--- config.mk ---
export PLATFORM = sky130hd
export DESIGN_NAME = fifo_rd_ctrl
export DESIGN_NICKNAME = d
export VERILOG_FILES = /design/src/rtl/fifo_pkg.sv /design/src/rtl/skid_buf2.sv /design/src/rtl/fifo_rd_ctrl.sv
export SDC_FILE = /design/constraint.sdc
export NUM_CORES = 1
export LEC_CHECK = 0
export BUFFER_PORTS_ARGS = -buffer_cell sky130_fd_sc_hd__buf_2
export CORE_UTILIZATION = 48
export CTS_CLUSTER_SIZE = 20
export DETAILED_ROUTE_END_ITERATION = 10
export GPL_TIMING_DRIVEN = 0
export PLACE_DENSITY = 0.74
export REMOVE_ABC_BUFFERS = 1
export SLEW_MARGIN = 30
export SYNTH_ARGS = -nofsm -noshare
export SYNTH_HDL_FRONTEND = slang
export SYNTH_SLANG_ARGS = --single-unit
--- constraint.sdc ---
create_clock -name rd_clk -period 2.29 [get_ports rd_clk]
set_input_delay 0.229 -clock rd_clk [delete_from_list [all_inputs] [get_ports rd_clk]]
set_output_delay 0.229 -clock rd_clk [all_outputs]
set_load 0.05 [all_outputs]
--- src/rtl/fifo_pkg.sv ---
// Shared types and default widths for the FIFO read-side controller.
// Latency: n/a (package only).
// Backpressure: n/a (package only).
package fifo_pkg;

    typedef enum logic [1:0] {
        ST_IDLE  = 2'd0,
        ST_RUN   = 2'd1,
        ST_FLUSH = 2'd2
    } rd_state_t;

    localparam int DATA_W_DEF = 16;
    localparam int CNT_W_DEF  = 16;
    localparam int OCC_W      = 2;   // holds occupancy 0..2 of the output buffer

endpackage

--- src/rtl/skid_buf2.sv ---
// Two-entry in-order output buffer with occupancy report.
// Latency: a word written this cycle is visible at out_dat the next cycle.
// Backpressure: caller must not write when full unless popping in the same cycle.
module skid_buf2
    import fifo_pkg::*;
#(
    parameter int DATA_W = DATA_W_DEF
) (
    input  logic              clk,
    input  logic              rst_n,
    input  logic              clr,
    input  logic              in_vld,
    input  logic [DATA_W-1:0] in_dat,
    input  logic              pop,
    output logic              out_vld,
    output logic [DATA_W-1:0] out_dat,
    output logic [OCC_W-1:0]  occ
);

    logic [DATA_W-1:0] ent0;
    logic [DATA_W-1:0] ent1;

    always_ff @(posedge clk) begin
        if (!rst_n) begin
            occ  <= '0;
            ent0 <= '0;
            ent1 <= '0;
        end else if (clr) begin
            occ <= '0;
        end else begin
            case ({in_vld, pop})
                2'b10: begin
                    if (occ == '0) ent0 <= in_dat;
                    else           ent1 <= in_dat;
                    occ <= occ + OCC_W'(1);
                end
                2'b01: begin
                    ent0 <= ent1;
                    occ  <= occ - OCC_W'(1);
                end
                2'b11: begin
                    // Occupancy unchanged: the new word lands behind whatever remains.
                    if (occ == OCC_W'(1)) begin
                        ent0 <= in_dat;
                    end else begin
                        ent0 <= ent1;
                        ent1 <= in_dat;
                    end
                end
                default: ;
            endcase
        end
    end

    assign out_vld = (occ != '0);
    assign out_dat = ent0;

endmodule

--- src/rtl/fifo_rd_ctrl.sv ---
// Drains a 1-cycle-latency FIFO into a valid/ready stream, with flush and beat counting.
// Latency: 2 cycles from fifo_rd_en to m_valid; 1 word/cycle sustained.
// Backpressure: m_ready low stops reads once buffer plus in-flight reaches two words.
module fifo_rd_ctrl
    import fifo_pkg::*;
#(
    parameter int DATA_W = DATA_W_DEF,
    parameter int CNT_W  = CNT_W_DEF
) (
    input  logic              rd_clk,
    input  logic              rd_rst_n,
    input  logic              fifo_empty,
    input  logic [DATA_W-1:0] fifo_rd_data,
    output logic              fifo_rd_en,
    output logic              m_valid,
    output logic [DATA_W-1:0] m_data,
    input  logic              m_ready,
    input  logic              flush,
    output logic              flush_done,
    output logic [CNT_W-1:0]  rd_count,
    output logic              err_underflow
);

    rd_state_t          state_q;
    rd_state_t          state_d;
    logic               inflight_q;
    logic [OCC_W-1:0]   occ;
    logic               buf_vld;
    logic               pop;
    logic               wr_in;
    logic               buf_clr;
    logic [2:0]         lvl;

    skid_buf2 #(.DATA_W(DATA_W)) u_buf (
        .clk     (rd_clk),
        .rst_n   (rd_rst_n),
        .clr     (buf_clr),
        .in_vld  (wr_in),
        .in_dat  (fifo_rd_data),
        .pop     (pop),
        .out_vld (buf_vld),
        .out_dat (m_data),
        .occ     (occ)
    );

    always_comb begin
        state_d    = state_q;
        fifo_rd_en = 1'b0;
        m_valid    = 1'b0;
        flush_done = 1'b0;
        buf_clr    = 1'b0;
        wr_in      = 1'b0;
        pop        = 1'b0;
        lvl        = {1'b0, occ} + {2'b0, inflight_q};
        if (rd_rst_n) begin
            case (state_q)
                ST_IDLE, ST_RUN: begin
                    if (flush) begin
                        // Flush wins outright: no beat, no read, buffered words dropped.
                        state_d = ST_FLUSH;
                        buf_clr = 1'b1;
                    end else begin
                        m_valid    = buf_vld;
                        pop        = buf_vld && m_ready;
                        wr_in      = inflight_q;
                        fifo_rd_en = !fifo_empty && (lvl < (3'd2 + {2'b0, pop}));
                        if (state_q == ST_IDLE) begin
                            if (fifo_rd_en) state_d = ST_RUN;
                        end else if ((lvl == {2'b0, pop}) && !fifo_rd_en) begin
                            state_d = ST_IDLE;
                        end
                    end
                end
                ST_FLUSH: begin
                    buf_clr    = 1'b1;
                    fifo_rd_en = !fifo_empty;
                    if (fifo_empty && !inflight_q) begin
                        flush_done = 1'b1;
                        state_d    = ST_IDLE;
                    end
                end
                default: state_d = ST_IDLE;
            endcase
        end
    end

    always_ff @(posedge rd_clk) begin
        if (!rd_rst_n) begin
            state_q       <= ST_IDLE;
            inflight_q    <= 1'b0;
            rd_count      <= '0;
            err_underflow <= 1'b0;
        end else begin
            state_q    <= state_d;
            inflight_q <= fifo_rd_en;
            if (pop) rd_count <= rd_count + CNT_W'(1);
            if (fifo_rd_en && fifo_empty) err_underflow <= 1'b1;
        end
    end

endmodule

# --- Yosys cells after proc, flatten, opt, wreduce, memory -nomap -nowiden ---
# Index checks and enable logic that the tools add are counted.
word_totals:
  ff_bits: 54
  latch_bits: 0
  ram_bits: 0
  rom_bits: 0
  out_inout_bits: 36
  mem_count: 0
classes:
  add_sub_neg: 5
  n_mul: 0
  n_div: 0
  order_cmp: 1
  eq_ne: 13
  shift: 0
  mux: 31
  bitwise_logic: 2
  reduce_logical: 19
op_table:
  columns: ["operator", "count"]
  rows:
  - ["16-bit two-way mux", 4]
  - ["16-bit case mux with 3 select lines", 1]
  - ["16-bit case mux with 2 select lines", 1]
  - ["16-bit by 1-bit adder with 16-bit output, second input constant", 1]
  - ["1-bit two-way mux", 16]
  - ["2-bit two-way mux", 5]
  - ["4-bit != test, second input constant", 2]
  - ["2-bit case mux with 2 select lines", 2]
  - ["2-bit by 1-bit == test with 1-bit output, second input constant", 3]
  - ["2-bit == test, second input constant", 3]
  - ["2-bit != test, second input constant", 3]
  - ["3-bit AND reduction", 2]
  - ["2-bit nonzero test", 3]
  - ["1-bit logical AND", 5]
  - ["2-bit logical NOT", 2]
  - ["1-bit case mux with 2 select lines", 2]
  - ["4-bit AND reduction", 1]
  - ["2-bit OR reduction", 2]
  - ["2-bit by 1-bit adder with 3-bit output", 1]
  - ["2-bit by 1-bit adder with 3-bit output, first input constant", 1]
  - ["3-bit by 1-bit == test with 1-bit output", 1]
  - ["1-bit logical NOT", 3]
  - ["3-bit less-than comparator", 1]
  - ["3-bit nonzero test", 1]
  - ["other kinds (4)", 5]

# --- Logic depth before layout (Yosys ltp) ---
# Gate-level depths: netlist of run 1.
logic_depth:
  depth_word: 11
  depth_mapped: 12
  depth_no_buf: 11

# --- Cells and area by module ---
# A second synthesis of run 1 with hierarchy kept.
unflattened:
  hier_cells: 315
  hier_area_um2: 2926.6
by_module_without_submodules:
  columns: ["module", "instances", "cells_each", "area_each_um2"]
  rows:
  - ["skid_buf2", 1, 202, 1884.3]
  - ["fifo_rd_ctrl", 1, 113, 1042.2]

# --- Least setup slack after synthesis of run 1 ---
# OpenSTA, ideal clock, no wires.
synth_path:
  path_kind: "reg-to-output"
  start: "register u_buf.occ[0]"
  end: "output fifo_rd_en"
  arrival_ns: 2.413
  t_required_ns: 2.061
  setup_slack_ns: -0.352
  stages_incl_launch_ff: 10
  path_buffers: 0
  path_cell_list: "dfxtp_1 -> inv_1 -> ha_1 -> nand2b_1 -> inv_1 -> ha_1 -> inv_1 -> a21oi_1 -> a21oi_1 -> nor3_1"
synth_between:
  elab_chain_len: 8
  elab_cells_between_ends: 9
  classes_between: "add/sub (2); order compare (1); mux (3); reduce/logical (3)"
synth_lines:
  columns: ["element", "line", "text"]
  rows:
  - ["from (decl)", "skid_buf2.sv:17", "output logic [OCC_W-1:0] occ"]
  - ["from (signal assigned)", "skid_buf2.sv:35", "occ <= occ + OCC_W'(1);"]
  - ["from (signal assigned)", "skid_buf2.sv:39", "occ <= occ - OCC_W'(1);"]
  - ["2-bit nonzero test", "skid_buf2.sv:55", "assign out_vld = (occ != '0);"]
  - ["1-bit logical AND", "fifo_rd_ctrl.sv:64", "pop = buf_vld && m_ready;"]
  - ["2-bit by 1-bit adder with 3-bit output", "fifo_rd_ctrl.sv:66", "fifo_rd_en = !fifo_empty && (lvl < (3'd2 + {2'b0, pop}));"]
  - ["3-bit less-than comparator (*)", "fifo_rd_ctrl.sv:66", null]
  - ["1-bit logical AND (*)", "fifo_rd_ctrl.sv:66", null]
  - ["1-bit two-way mux (*)", "fifo_rd_ctrl.sv:58", "if (flush) begin"]
  - ["1-bit case mux with 2 select lines (*)", "fifo_rd_ctrl.sv:56", "case (state_q)"]
  - ["1-bit two-way mux (*)", "fifo_rd_ctrl.sv:55", "if (rd_rst_n) begin"]
  - ["to (decl)", "fifo_rd_ctrl.sv:14", "output logic fifo_rd_en,"]
# Every way passes the cells marked *; elsewhere a longest branch is shown, timed or not.

# --- Final worst setup path of run 1 ---
# Ends and elaborated chain as after synthesis.

==> flow_summary.json, run 1 <==
{
  "max_freq_mhz": 456,
  "async_flop_share_pct": 0,
  "num_vias": 2337,
  "grtUsageMet2_pct": 34.8,
  "grt.met1_usage_pct": 30.1,
  "seqPwrFrac_pct": 57.4,
  "gp_congestion": 0.796,
  "worstPathArrival_ps": 1960,
  "ys_ff_latch": 54,
  "hold_end": "inflight_q",
  "drive_gt1_share_pct": 28.4,
  "routed_wl_mm": 6.21,
  "areaGrowthSynthToFinish_pct": 25.8,
  "p_total_w": 0.00166,
  "clockBufferDepth": 2,
  "antenna_left": 0,
  "insertion_delay_ps": 300,
  "finalHoldViolations": 0,
  "crit_type": "reg -> out",
  "seq_area_frac_synth_pct": 43.5,
  "worstHoldStart": "fifo_empty",
  "avgSynthCellArea_um2": 8.68,
  "r2r-start": "u_buf.occ[0]",
  "grt_max_degree": 47,
  "worstPathRequired_ps": 2060,
  "syn_area_mm2": 0.00248,
  "worst_slew_pin_slew_ps": 795,
  "crit_path_cell_trace": "inv_1 > ha_4 > nand2b_4 > inv_4 > ha_1 > inv_1 > a21oi_2 > a21oi_1 > nor3_1 > buf_4",
  "finalCritPeriodShare_pct": 95.8,
  "crit_path_frequent_cell": "inv_1",
  "num_rows": 25,
  "diodes": 0,
  "clk_pin_slew_ps": 90,
  "clock_sinks": 54,
  "met3_usage_pct": 5.21,
  "root_buffer": "clkbuf_8",
  "viasPerCell": 5.67,
  "die-area_mm2": 0.00546,
  "ioPinCount": 57,
  "period_needed_ps": 2190,
  "antenna_found_initial": 0,
  "report.final.setup_viol": 0,
  "rrSetupSlack_ps": 110,
  "hpwl_mm": 3.71,
  "yosysTopAreaCellShare_pct": 43.5,
  "route.detailed.drc": 0,
  "start_util_pct": 51.2,
  "synth_cells": 286,
  "portBuffers": 56,
  "p_sw_w": 0.000418,
  "grt_remaining_overflow": 0,
  "rr_worst_depth": 11,
  "endpoint_kind": "primary output",
  "yosysWarnings": 0,
  "ys_types": 34,
  "switching_share_pct": 25.1,
  "die_y_um": 73.9,
  "cp_max_fo": 5,
  "grt_pass1_vias": 2011,
  "hp-class": "in -> reg",
  "maxSlewHeadroom_pct": 46.9,
  "yosys_most_used_dff": "dfxtp_1",
  "drtIter0Drc": 183,
  "die_w_um": 73.9,
  "ys_top_cells_by_area": "dfxtp_1 44%, a21oi_1 7.7%, a211oi_1 5.1%",
  "p_int_w": 0.00125,
  "dp.cells": 396,
  "crit_family": "buffers and inverters",
  "cpMaxStageDelayCell": "dfxtp_4",
  "dpl_cell_area_mm2": 0.00281,
  "ir_drop_mv": 0.350,
  "synth_edf_count": 0,
  "synth_top_area_cell": "dfxtp_1",
  "final_cells": 412,
  "wire_per_inst_um": 15.1,
  "leakage_nw": 1.29,
  "nNetsFinal": 375,
  "start_kind": "register",
  "design_area_mm2": 0.00312,
  "maxCapViolCount": 0,
  "max_stage_delay_ps": 370,
  "cts_max_level": 2,
  "firstDrtPassIters": 4,
  "busiest_layer": "met2",
  "p_comb_share_pct": 9.9,
  "coreArea_mm2": 0.00485,
  "whs_ps": 115,
  "power_density_mw_per_mm2": 533,
  "grt_pass1_wl_mm": 9.36,
  "cts_tree": "built",
  "status": "complete, no violations",
  "drv_slew": 0,
  "timing.rr.end": "u_buf.ent1[13]",
  "grt_usage_pct": 22.2,
  "cts_buffers": 5,
  "finClkSkew_ps": 6.84,
  "path_buf_inv": 4,
  "min_path_cells": 2,
  "pwr-share-clk_pct": 32.7
}
==> what timing repair did <==
| action | in CTS | in global routing |
|---|---|---|
| cloned | 0 | 2 |
| resized for setup | 20 | 16 |
| endpoints found under the setup margin | 33 | 33 |
| pin swaps | 3 | 1 |
| setup buffers | 6 | 0 |
| hold buffers | 0 | 0 |
==> synth_stat cells (all sizes together), types with 2 or more instances <==
cell	count
a211oi	17
a21oi	38
a22oi	16
and2	4
and3	2
and4	3
buf	3
clkbuf	12
dfxtp	54
ha	10
inv	8
mux2i	6
nand2	14
nand2b	5
nand3	25
nand4	4
nor2	13
nor2b	5
nor3	5
nor4	2
o21ai	21
or3	2
xnor2	6
xor2	4
==> cells by family after synthesis <==
logic type	count (synthesis)	share of synthesized area, %
compound gates	95	22.9
xor+xnor	10	3.53
fa+ha+maj	10	5.04
buf+inv	23	3.68
flops	54	43.5
mux	6	2.42
simple gates	88	18.9
==> through the flow <==
stage                     TNS, ps  util (%)  worst slack [ps]
after global routing        -17.5      64.4             -9.01
after floorplan             -8500         -              -352
after detailed placement   -16490      58.0              -562
final                           0      64.4              96.3
after global placement     -34890      57.4             -1160
after CTS                       0      62.7              8.13
==> flip-flops by register name, indices dropped and copies added (netlist names) <==
name           flops
err_underflow      1
inflight_q         1
rd_count          16
state_q            2
u_buf.ent1        16
u_buf.occ          2
u_buf.out_dat     16
==> routing by layer <==
layer | share of wire [%] | wire length (um) | vias to the layer above
met5 | 0 | 0 | -
met4 | 0.98 | 61 | 0
met3 | 6.3 | 390 | 8
met2 | 48 | 2990 | 72
met1 | 44 | 2760 | 1092
li1 | - | - | 1165
==> power by group through the flow <==
stage	Combinational (W)	Clock, W	Sequential [W]
2_1_floorplan	0.0000749	0	0.000996
3_3_place_gp	0.000148	0	0.000976
3_5_place_dp	0.000151	0	0.000976
4_1_cts	0.000161	0.000559	0.000955
5_1_grt	0.000180	0.000602	0.000956
6_report	0.000165	0.000544	0.000954
==> cells in the final DEF, fill, tap and decap left out, drive strengths merged, types with 2 or more instances in the layout <==
cell / instances
buf: 64
dfxtp: 54
a21oi: 38
nand3: 26
o21ai: 21
a211oi: 17
a22oi: 16
nand2: 14
nor2: 13
ha: 10
inv: 8
clkbuf: 7
mux2i: 6
xnor2: 6
nor3: 5
nand2b: 5
nor2b: 5
and2: 4
nand4: 4
xor2: 4
and4: 3
and3: 2
o211a: 2
or3: 2
nor4: 2
==> how the worst max path moves through the flow <==
stage	from	end	slack (ps)	depth (start not counted)
3_5_place_dp	rd_rst_n	u_buf.ent1[13]	-560	9
5_1_grt	state_q[1]	u_buf.ent1[15]	-9	9
3_3_place_gp	rd_rst_n	u_buf.out_dat[2]	-1160	7
2_1_floorplan	u_buf.occ[0]	fifo_rd_en	-350	9
6_report	u_buf.occ[0]	fifo_rd_en	100	10
4_1_cts	u_buf.occ[1]	fifo_rd_en	8	10
==> cell type report <==
class,instances,area (um2)
clock buffers,7,86.3
clock inverters,1,5.00
fillers,401,1730
inverters,8,32.5
multi-input cells,211,1470
flip-flops and latches,54,1090
well taps,67,83.8
repair buffers,64,355
==> worst register-to-register path: cells and delay by family, from the launching register on <==
family                   cells  cell delay, ps
AO/OA/AOI/OAI                3             400
adder cells (fa/ha/maj)      2             400
buffers and inverters        3             330
flip-flops                   1             370
AND/OR/NAND/NOR              3             550
No activity file was read; power rests on OpenSTA's default activity.
==> run 2: changes to the inputs <==
- ABC_AREA: not set -> 1
- CORE_UTILIZATION: 48 -> 49
==> flow_summary.json, run 2 <==
{
  "num_vias": 2671,
  "insertion_delay_ps": 310,
  "yosysTopAreaCellShare_pct": 39.3,
  "rrSetupSlack_ps": 120,
  "multi_input_area_mm2": 0.00145,
  "async_flop_share_pct": 0,
  "synth_edf_count": 0,
  "synth.most_common_cell": "nor2_1",
  "diodes": 0,
  "hp-class": "in -> reg",
  "ys_types": 30,
  "worstPathRequired_ps": 2060,
  "final_util_pct": 62.1,
  "ys_ff_latch": 54,
  "final_cell_mix": "88 x nor2_1, 75 x nand2_1, 54 x buf_2",
  "synth_cells": 407,
  "drive_gt1_share_pct": 21.2,
  "final_common_cell": "nor2_1",
  "finClkSkew_ps": 7.46,
  "start_util_pct": 52.2,
  "max_freq_mhz": 448,
  "crit_path_frequent_cell": "inv_1",
  "nNetsFinal": 496,
  "grt_pass1_vias": 2481,
  "status": "complete, no violations",
  "max_stage_delay_ps": 370,
  "period_needed_ps": 2230,
  "firstDrtPassIters": 4,
  "yosys_most_used_dff": "dfxtp_1",
  "finalHoldViolations": 0,
  "die_y_um": 76.9,
  "grt_remaining_overflow": 0,
  "grt_pass1_wl_mm": 10.9,
  "antenna_left": 0,
  "crit_path_cell_trace": "inv_1 > ha_4 > nor2_1 > ha_1 > inv_1 > a211oi_2 > nand2_1 > a21oi_2 > buf_6",
  "die-area_mm2": 0.00592,
  "yosysWarnings": 0,
  "areaGrowthSynthToFinish_pct": 18.9,
  "syn_area_mm2": 0.00275,
  "worst_slew_pin_slew_ps": 427,
  "clockBufferDepth": 2,
  "p_total_w": 0.00167,
  "portBuffers": 56,
  "yosys-top-cells-count": "88 x nor2_1, 75 x nand2_1, 54 x dfxtp_1, 49 x inv_1, 34 x o21ai_0",
  "die_w_um": 76.9,
  "worstPathArrival_ps": 2000,
  "grt_max_degree": 32,
  "avgSynthCellArea_um2": 6.76,
  "hpwl_mm": 4.03,
  "ioPinCount": 57,
  "wire_per_inst_um": 12.4,
  "gp_congestion": 0.855,
  "seq_area_frac_synth_pct": 39.3,
  "report.final.setup_viol": 0,
  "crit_type": "reg -> out",
  "clock_sinks": 54,
  "viasPerCell": 4.98,
  "cts_hold_buffers": 0,
  "power_density_mw_per_mm2": 511,
  "grt_usage_pct": 22.5,
  "drtIter0Drc": 198,
  "num_rows": 26,
  "cts_max_level": 2,
  "route.detailed.drc": 0,
  "cts_tree": "built",
  "regArea_mm2": 0.00108,
  "ir_drop_mv": 0.368,
  "synth_top_area_cell": "dfxtp_1",
  "antenna_found_initial": 0,
  "cpMaxStageDelayCell": "dfxtp_2",
  "num-fill-cells": 512,
  "start_kind": "register",
  "whs_ps": 162,
  "cp_max_fo": 4,
  "coreArea_mm2": 0.00527,
  "clk_pin_slew_ps": 100,
  "maxSlewHeadroom_pct": 71.5,
  "routed_wl_mm": 6.63,
  "ys_top_cells_by_area": "dfxtp_1 39%, nor2_1 12%, nand2_1 10%",
  "root_buffer": "clkbuf_8",
  "drv_slew": 0,
  "endpoint_kind": "primary output",
  "leakage_nw": 1.47,
  "finalCritPeriodShare_pct": 97.4,
  "maxCapViolCount": 0,
  "cts_buffers": 5
}
## run 2: metrics by stage
step	cells	TNS (ps)	worst slack, ps	cell area (um2)
global route	536	-93.3	-78.8	3270
finish	536	0	60.1	3270
floorplan	392	-1020	-64.0	2670
detailed placement	518	-31080	-1170	3030
global placement	518	-31010	-1170	3030
CTS	531	0	3.99	3200
## run 2: area by class of cell
class	instances	area share, %
Clock inverter	3	0.765
Multi-Input combinational cell	288	44.4
Tap cell	70	2.68
Timing Repair Buffer	64	10.7
Sequential cell	54	33.1
Clock buffer	5	2.10
Inverter	52	6.31
## run 2: routing by layer
layer / track usage (%) / vias up / wire length [um]
met1: 27.3 / 1188 / 2940
met5: 0 / - / 0
met4: 7.12 / 0 / 72
met2: 39.6 / 72 / 3240
met3: 4.64 / 7 / 370
li1: - / 1404 / -
## run 2: worst paths after layout
check | start | to | cells after the start
min reg2reg | err_underflow | err_underflow | 2
max | u_buf.occ[1] | fifo_rd_en | 9
max reg2reg | u_buf.occ[1] | u_buf.ent1[13] | 12
min | fifo_rd_data[8] | u_buf.ent1[8] | 3
## run 2: kinds of logic after synthesis
family / count (synthesis) / share of synthesized area (%)
AND/OR/NAND/NOR: 217 / 34.6
adder cells (fa/ha/maj): 10 / 4.55
AO/OA/AOI/OAI: 57 / 10.7
buffers and inverters: 67 / 10.2
flip-flops: 54 / 39.3
XOR/XNOR: 2 / 0.637
## run 2: worst max-delay path: cells and delay by family (launching register included)
kind,cells,cell delay (ps)
buf+inv,3,320
flops,1,370
simple gates,2,250
compound gates,2,420
fa+ha+maj,2,340
## run 2: timing repair
item | CTS | global route
pin swaps | 2 | 6
buffers inserted | 3 | 5
resized for setup | 10 | 10
cloned | 2 | 0
setup endpoints to repair | 33 | 33
## run 2: power by group
group	switching, W	internal (W)
logic	0.000106	0.0000521
clock network	0.000336	0.000222
registers	0.00000757	0.000949
